[config.mk]
export PLATFORM = sky130hd
export DESIGN_NAME = pedal_ctrl_fsm
export DESIGN_NICKNAME = d
export VERILOG_FILES = /design/src/rtl/pedal_ctrl_fsm.sv
export SDC_FILE = /design/constraint.sdc
export NUM_CORES = 1
export LEC_CHECK = 0
export ABC_AREA = 1
export CORE_UTILIZATION = 43
export DETAILED_ROUTE_END_ITERATION = 16
export GPL_ROUTABILITY_DRIVEN = 0
export GPL_TIMING_DRIVEN = 1
export MAX_ROUTING_LAYER = met4
export PLACE_DENSITY = 0.81
export SYNTH_ARGS = -nofsm -noshare
export SYNTH_HDL_FRONTEND = slang
export SYNTH_SLANG_ARGS = --single-unit
export TNS_END_PERCENT = 10
[constraint.sdc]
create_clock -name i_clk -period 1.3 [get_ports i_clk]
set_input_delay 0.195 -clock i_clk [delete_from_list [all_inputs] [get_ports i_clk]]
set_output_delay 0.195 -clock i_clk [all_outputs]
set_load 0.02 [all_outputs]
[src/rtl/pedal_ctrl_fsm.sv]
// Pedal controller: INIT/PLAY/SET level editor with an optional RECD/LOOP looper sequencer.
// The looper states and its address/length counters are built only when PEDAL_LOOPER_EN is defined.
module pedal_ctrl_fsm #(
   parameter int N_EFF  = 8,
   parameter int LVL_W  = 3,
   parameter int SAT    = 0,
   parameter int ADDR_W = 16
) (
   input  logic                     i_clk,
   input  logic                     i_rst,
   input  logic                     i_init_done,
   input  logic                     i_key_0,
   input  logic                     i_key_1,
   input  logic                     i_key_2,
   input  logic [$clog2(N_EFF):0]   i_sel,
   input  logic                     i_tick,
   output logic [2:0]               o_state,
   output logic [N_EFF*LVL_W-1:0]   o_levels,
   output logic                     o_cfg_upd,
   output logic                     o_rec_en,
   output logic                     o_play_en,
   output logic [ADDR_W-1:0]        o_loop_addr,
   output logic [ADDR_W:0]          o_loop_len
);

   localparam int SEL_W = $clog2(N_EFF) + 1;
   localparam logic [LVL_W-1:0] LVL_MAX = '1;

   typedef enum logic [2:0] {
      ST_INIT = 3'd0,
      ST_PLAY = 3'd1,
      ST_SET  = 3'd2,
      ST_RECD = 3'd3,
      ST_LOOP = 3'd4
   } state_t;

   state_t state, state_nxt;

   logic [N_EFF-1:0][LVL_W-1:0] lvl, lvl_nxt;
   logic                        cfg_upd, upd_nxt;

`ifdef PEDAL_LOOPER_EN
   logic [ADDR_W-1:0] addr, addr_nxt;
   logic [ADDR_W:0]   len, len_nxt;
   logic [ADDR_W:0]   rec_cnt;

   // Samples recorded including a tick in this cycle; MSB set means the buffer is full.
   assign rec_cnt = {1'b0, addr} + {{ADDR_W{1'b0}}, i_tick};
`else
   logic looper_unused;
   assign looper_unused = ^{i_key_1, i_tick};
`endif

   always_ff @(posedge i_clk or posedge i_rst) begin
      if (i_rst) state <= ST_INIT;
      else       state <= state_nxt;
   end

   always_comb begin
      state_nxt = state;
      case (state)
         ST_INIT: if (i_init_done) state_nxt = ST_PLAY;
         ST_PLAY: begin
            if (i_key_2) state_nxt = ST_SET;
`ifdef PEDAL_LOOPER_EN
            else if (i_key_1) state_nxt = ST_RECD;
`endif
         end
         ST_SET:  if (i_key_2) state_nxt = ST_PLAY;
`ifdef PEDAL_LOOPER_EN
         ST_RECD: begin
            if (rec_cnt[ADDR_W])  state_nxt = ST_LOOP;
            else if (i_key_1)     state_nxt = (rec_cnt == '0) ? ST_PLAY : ST_LOOP;
         end
         ST_LOOP: if (i_key_1) state_nxt = ST_PLAY;
`endif
         default: state_nxt = ST_INIT;
      endcase
   end

   always_comb begin
      lvl_nxt = lvl;
      upd_nxt = 1'b0;
      if (state == ST_SET && i_key_0) begin
         for (int unsigned k = 0; k < N_EFF; k++) begin
            if (i_sel == SEL_W'(k)) begin
               if (lvl[k] != LVL_MAX) begin
                  lvl_nxt[k] = lvl[k] + LVL_W'(1);
                  upd_nxt    = 1'b1;
               end else if (SAT == 0) begin
                  lvl_nxt[k] = '0;
                  upd_nxt    = 1'b1;
               end
            end
         end
      end
   end

   always_ff @(posedge i_clk or posedge i_rst) begin
      if (i_rst) begin
         lvl     <= '0;
         cfg_upd <= 1'b0;
      end else begin
         lvl     <= lvl_nxt;
         cfg_upd <= upd_nxt;
      end
   end

`ifdef PEDAL_LOOPER_EN
   always_comb begin
      addr_nxt = addr;
      len_nxt  = len;
      case (state)
         ST_RECD: begin
            if (rec_cnt[ADDR_W] || i_key_1) begin
               addr_nxt = '0;
               if (rec_cnt != '0) len_nxt = rec_cnt;
            end else begin
               addr_nxt = rec_cnt[ADDR_W-1:0];
            end
         end
         ST_LOOP: begin
            if (i_key_1)
               addr_nxt = '0;
            else if (i_tick)
               addr_nxt = ({1'b0, addr} == len - (ADDR_W+1)'(1)) ? '0 : addr + ADDR_W'(1);
         end
         default: addr_nxt = '0;
      endcase
   end

   always_ff @(posedge i_clk or posedge i_rst) begin
      if (i_rst) begin
         addr <= '0;
         len  <= '0;
      end else begin
         addr <= addr_nxt;
         len  <= len_nxt;
      end
   end
`endif

   always_comb begin
      o_state   = state;
      o_levels  = lvl;
      o_cfg_upd = cfg_upd;
`ifdef PEDAL_LOOPER_EN
      o_rec_en    = (state == ST_RECD);
      o_play_en   = (state == ST_LOOP);
      o_loop_addr = addr;
      o_loop_len  = len;
`else
      o_rec_en    = 1'b0;
      o_play_en   = 1'b0;
      o_loop_addr = '0;
      o_loop_len  = '0;
`endif
   end

endmodule

==> impl_metrics.toml, run 1 <==
[drt]
drt_pass1_iterations = 4
vias = 1400
wirelength_mm = 3.20
dr.first_iter.drc_count = 57
wl_per_cell_um = 10.3
postRouteAntennaNets = 0
avgViaCountPerCell = 4.53
drc_errors = 0

[layout]
fin_nets = 289
layout-drive-gt1-share_pct = 11.9
final_common_cell = "nand2_1"
mostFrequentLayoutCells = "55 x nand2_1, 36 x conb_1, 27 x dfrtp_1, 26 x dlygate4sd2_1, 21 x nor2_1"
area_growth_pct = 22.5
regArea_um2 = 676
multi_input_area_um2 = 878
nFillCells = 364
diodes = 0

[power]
p_total_w = 0.00292
power.density_mw_per_mm2 = 1350
p_leak_nw = 1.32
vdd_ir_drop_max_uv = 843

[grt]
grt_max_degree = 28
grt-ovfl-total = 0
grt_pass1_vias = 1259
antenna_found_initial = 0
grt_pass1_wl_mm = 5.41
gr-max-usage-layer = "met2"
grtUsageMet3_pct = 3.62
grt_use_met1_pct = 19.3
met2_usage_pct = 29.0
grtUsageTotal_pct = 16.7

[placed_design]
place_ws_ns = -0.194
hpwlAfterDp_mm = 2.55
port_buffers = 35

[yosys]
ys_types = 18
synth.top_cell.area_share_pct = 38.3
netlist_area_mm2 = 0.00177
syn_inst = 213
ys_seq_area_share_pct = 38.3
avgSynthCellArea_um2 = 8.29
synth.ff_latch_count = 27
yosysTopAreaCell = "dfrtp_1"
synth_warnings = 0
synth.area.top_cells = "dfrtp_1 38%, buf_4 16%, nand2_1 12%"

[critical_path]
path_buf_inv = 1
max_stage_delay_ns = 0.44
rr_endpoint = "o_levels[12]"
crit_path_top_delay_cell = "dfrtp_1"
r2r-start = "o_levels[12]"
cp.arrival_ns = 1.04
end_kind = "primary output"
r2r.worst_path.cells = 5
startpoint_type = "flip-flop"
cp_top_family = "flip-flops"
r2r_slack_ns = 0.13
cp.required_ns = 1.11
worstSetupPathType = "reg2out"
cp_max_fo = 4
crit_chain = "clkdlybuf4s15_1"

[floorplanning]
die-area_mm2 = 0.00437
chipHeight_um = 66.1
ios = 74
core_mm2 = 0.00380
rows = 22
start_util_pct = 46.5
die_x_um = 66.1

[timing]
fin_skew_ns = 0.00121
slew_violations = 0
setup_viol = 0
rsz0062_at_grt = "no"
post-route-min-period_ns = 1.23
layout_worst_path_cycle_share_pct = 95.0
tns_ns = 0
max_freq_mhz = 810
finalWorstSetupSlack_ns = 0.0652
hold_violations = 0

[outcome]
status = "finished clean"

[cts]
cts_buffers = 3
cts_max_level = 1
clk_pin_slew_ns = 0.09
clockBufferDepth = 2
cts_root_buf = "clkbuf_8"
clkLatencyLatePin_ns = 0.27
hold_buffers = 0
cts_sinks = 27
cts_tree = "built"

[worst_hold_path]
hold_path_class = "in2async"

[run]
maxCapViolCount = 0
-- cell families after synthesis --
family	Yosys count	share of synthesized area, %
adder cells (fa/ha/maj)	16	11.3
AND/OR/NAND/NOR	113	29.3
buffers and inverters	51	19.4
flip-flops	27	38.3
other	1	0.212
AO/OA/AOI/OAI	5	1.42
-- repair_timing --
item,CTS,global route
hold endpoints to repair,0,0
resized for setup,27,1
endpoints found under the setup margin,27,1
gates cloned,0,0
buffers inserted,0,0
pin swaps,0,0
-- state kept, by name, summed over array words and instances (netlist names) --
| name | cells |
|---|---|
| o_cfg_upd | 1 |
| o_state | 2 |
| o_levels | 24 |
-- where the power goes --
group / total [W] / switching, W / internal (W)
combinational: 0.00125 / 0.000763 / 0.000484
sequential: 0.00120 / 0.000176 / 0.00102
clock: 0.000479 / 0.000264 / 0.000215
-- layer usage --
layer | up-vias | wire length [um]
met5 | - | 0
li1 | 713 | -
met4 | 0 | 23
met1 | 649 | 1440
met2 | 36 | 1590
met3 | 2 | 141
-- layout make-up --
type,count,share of cell area [%]
multi-input combinational,170,40.6
sequential,27,31.3
timing repair buffer,49,21.3
tap,48,2.78
clock buffer,3,1.91
inverter,11,1.91
clock inverter,1,0.231
-- how the worst max path moves through the flow --
stage	start	endpoint	cells after the start
after CTS	o_state[0]	o_state[0]	1
after global placement	i_sel[0]	o_levels[23]	6
after global routing	i_sel[2]	o_levels[15]	6
final	o_state[0]	o_state[0]	1
after detailed placement	i_sel[1]	o_levels[18]	6
after floorplan	o_state[1]	o_levels[18]	6
-- synth_stat cells (all sizes together) --
cell   instances
nand3         22
a21oi          1
ha            16
conb           1
o21ai          4
dfrtp         27
buf           40
nand2         55
nor2          26
nor3           1
nand4          9
inv           11
-- through the flow --
stage               instance area, um^2  instances  hold WS [ns]  util, %
detailed placement                 2150        305         0.494     56.6
global placement                   2150        305         0.489     56.6
global route                       2160        309         0.269     56.9
CTS                                2160        309         0.253     56.9
floorplan                          1900        248         0.248        -
finish                             2160        309         0.248     56.9
(Power assumes the default switching activity.)
==> run 2, diff against run 1 <==
--- a/config.mk
+++ b/config.mk
@@ -7,6 +7,7 @@
 export LEC_CHECK = 0
 export ABC_AREA = 1
 export CORE_UTILIZATION = 43
+export CTS_CLUSTER_SIZE = 8
 export DETAILED_ROUTE_END_ITERATION = 16
 export GPL_ROUTABILITY_DRIVEN = 0
 export GPL_TIMING_DRIVEN = 1
==> results of run 2 <==
Final layout, timing and power as in run 1 (identical DEF).
==> run 3, diff against run 2 <==
--- a/config.mk
+++ b/config.mk
@@ -6,13 +6,13 @@
 export NUM_CORES = 1
 export LEC_CHECK = 0
 export ABC_AREA = 1
-export CORE_UTILIZATION = 43
+export CORE_UTILIZATION = 39
 export CTS_CLUSTER_SIZE = 8
 export DETAILED_ROUTE_END_ITERATION = 16
 export GPL_ROUTABILITY_DRIVEN = 0
 export GPL_TIMING_DRIVEN = 1
 export MAX_ROUTING_LAYER = met4
-export PLACE_DENSITY = 0.81
+export PLACE_DENSITY = 0.77
 export SYNTH_ARGS = -nofsm -noshare
 export SYNTH_HDL_FRONTEND = slang
 export SYNTH_SLANG_ARGS = --single-unit
==> constraint.sdc (replaced) <==
create_clock -name i_clk -period 1.1 [get_ports i_clk]
set_input_delay 0.165 -clock i_clk [delete_from_list [all_inputs] [get_ports i_clk]]
set_output_delay 0.165 -clock i_clk [all_outputs]
set_load 0.02 [all_outputs]
==> impl_metrics.toml, run 3 (synthesis results as in run 1) <==
[drt]
postRouteAntennaNets = 0
vias = 1545
dr.first_iter.drc_count = 54
wl_per_cell_um = 11.3
avgViaCountPerCell = 4.64
drc_errors = 0
wirelength_mm = 3.76
drt_pass1_iterations = 4

[run]
maxCapViolCount = 0

[power]
p_switching_w = 0.00163
p_int_w = 0.00230
switching_share_pct = 41.5
seqPwrFrac_pct = 37.6
p_leak_nw = 1.34
p_comb_share_pct = 47.2
p_clk_share_pct = 15.2
power.density_mw_per_mm2 = 1610
vdd_ir_drop_max_uv = 1100

[timing]
hold_violations = 0
rsz0062_at_grt = "yes"
slew_violations = 0
post-route-min-period_ns = 1.17
setup_viol = 22
finalWorstSetupSlack_ns = -0.0712
tns_ns = -0.640
layout_worst_path_cycle_share_pct = 106
max_freq_mhz = 854
fin_skew_ns = 0.00824

[floorplanning]
die-area_mm2 = 0.00480
chipHeight_um = 69.3
ios = 74
core_mm2 = 0.00435
die_x_um = 69.3
rows = 24
start_util_pct = 40.5

[grt]
grtUsageMet3_pct = 4.36
grtUsageTotal_pct = 16.4
grt_max_degree = 28
grt-ovfl-total = 0
grt_use_met1_pct = 19.9
grt_pass1_wl_mm = 6.19
gr-max-usage-layer = "met2"
antenna_found_initial = 0
grt_pass1_vias = 1367
met2_usage_pct = 28.0

[critical_path]
startpoint_type = "flip-flop"
end_kind = "flip-flop"
cp.arrival_ns = 1.40
worstSetupPathType = "reg2reg"
cp.required_ns = 1.33
cp_max_fo = 5

[placed_design]
placed_area_mm2 = 0.00231
place_ws_ns = -0.380
port_buffers = 35
hpwlAfterDp_mm = 2.81

[layout]
mostFrequentLayoutCells = "48 x nand2_1, 36 x conb_1, 26 x buf_4, 25 x buf_2, 17 x dfrtp_2"
fin_nets = 309
final_common_cell = "nand2_1"
layout-drive-gt1-share_pct = 43.4
fin_area_mm2 = 0.00244
largest_reg_flops = 24
final_core_utilization_pct = 56.0
area_growth_pct = 38.1
diodes = 0

[cts]
clkLatencyLatePin_ns = 0.28
clockBufferDepth = 2
cts_buffers = 3
clk_pin_slew_ns = 0.10
cts_root_buf = "clkbuf_8"
cts_sinks = 27
cts_tree = "built"
cts_max_level = 1

[outcome]
status = "finished with violations"
violations = "setup timing"

[worst_hold_path]
hold_path_class = "in2async"
==> run 3: metal layers <==
metal	vias to the layer above	wire length, um
met5	-	0
met4	0	34
met1	745	1600
met2	38	1950
li1	758	-
met3	4	180
==> run 3: per-stage QoR <==
stage          total power [W]  hold slack [ns]  cells
3_3_place_gp           0.00321            0.491    324
2_1_floorplan          0.00250            0.217    248
4_1_cts                0.00370            0.217    328
5_1_grt                0.00420            0.241    333
6_report               0.00393            0.200    333
3_5_place_dp           0.00327            0.491    324
==> run 3: power by group through the flow <==
stage / logic, W / clock network [W] / registers (W)
floorplan: 0.000762 / 0 / 0.00174
global placement: 0.00173 / 0 / 0.00148
detailed placement: 0.00179 / 0 / 0.00148
CTS: 0.00162 / 0.000601 / 0.00148
global route: 0.00205 / 0.000639 / 0.00152
finish: 0.00185 / 0.000597 / 0.00148
==> run 3: cell type report <==
cell class | instances | area (um^2)
fillers | 418 | 1920
inverters | 11 | 41.3
clock buffers | 3 | 41.3
multi-input cells | 170 | 1060
clock inverters | 1 | 5.00
well taps | 52 | 65.1
flip-flops and latches | 27 | 697
repair buffers | 69 | 526
==> run 3: critical path: stages, from the launching register on <==
cell,delay [ns]
dfrtp_2,0.39
nand2_2,0.06
nor2_4,0.21
buf_6,0.16
buf_4,0.11
nand4_1,0.09
nand2_1,0.08
==> run 3: worst paths after layout <==
kind | from | to | slack (ns) | cells past startpoint
max | o_state[1] | o_levels[0] | -0.07 | 6
min | i_rst | o_levels[1] | 0.20 | 3
max in group asynchronous | i_rst | o_levels[16] | 0.71 | 3
min in group i_clk | i_key_0 | o_levels[1] | 0.35 | 4
max reg2reg | o_state[1] | o_levels[0] | -0.07 | 6
min reg2reg | o_levels[22] | o_levels[22] | 0.51 | 2
==> run 3: what timing repair did <==
item	in CTS	in global routing
cloned	0	1
resized for setup	113	37
hold buffers	0	0
endpoints found under the setup margin	49	30
setup buffers	0	4
pin swaps	7	5
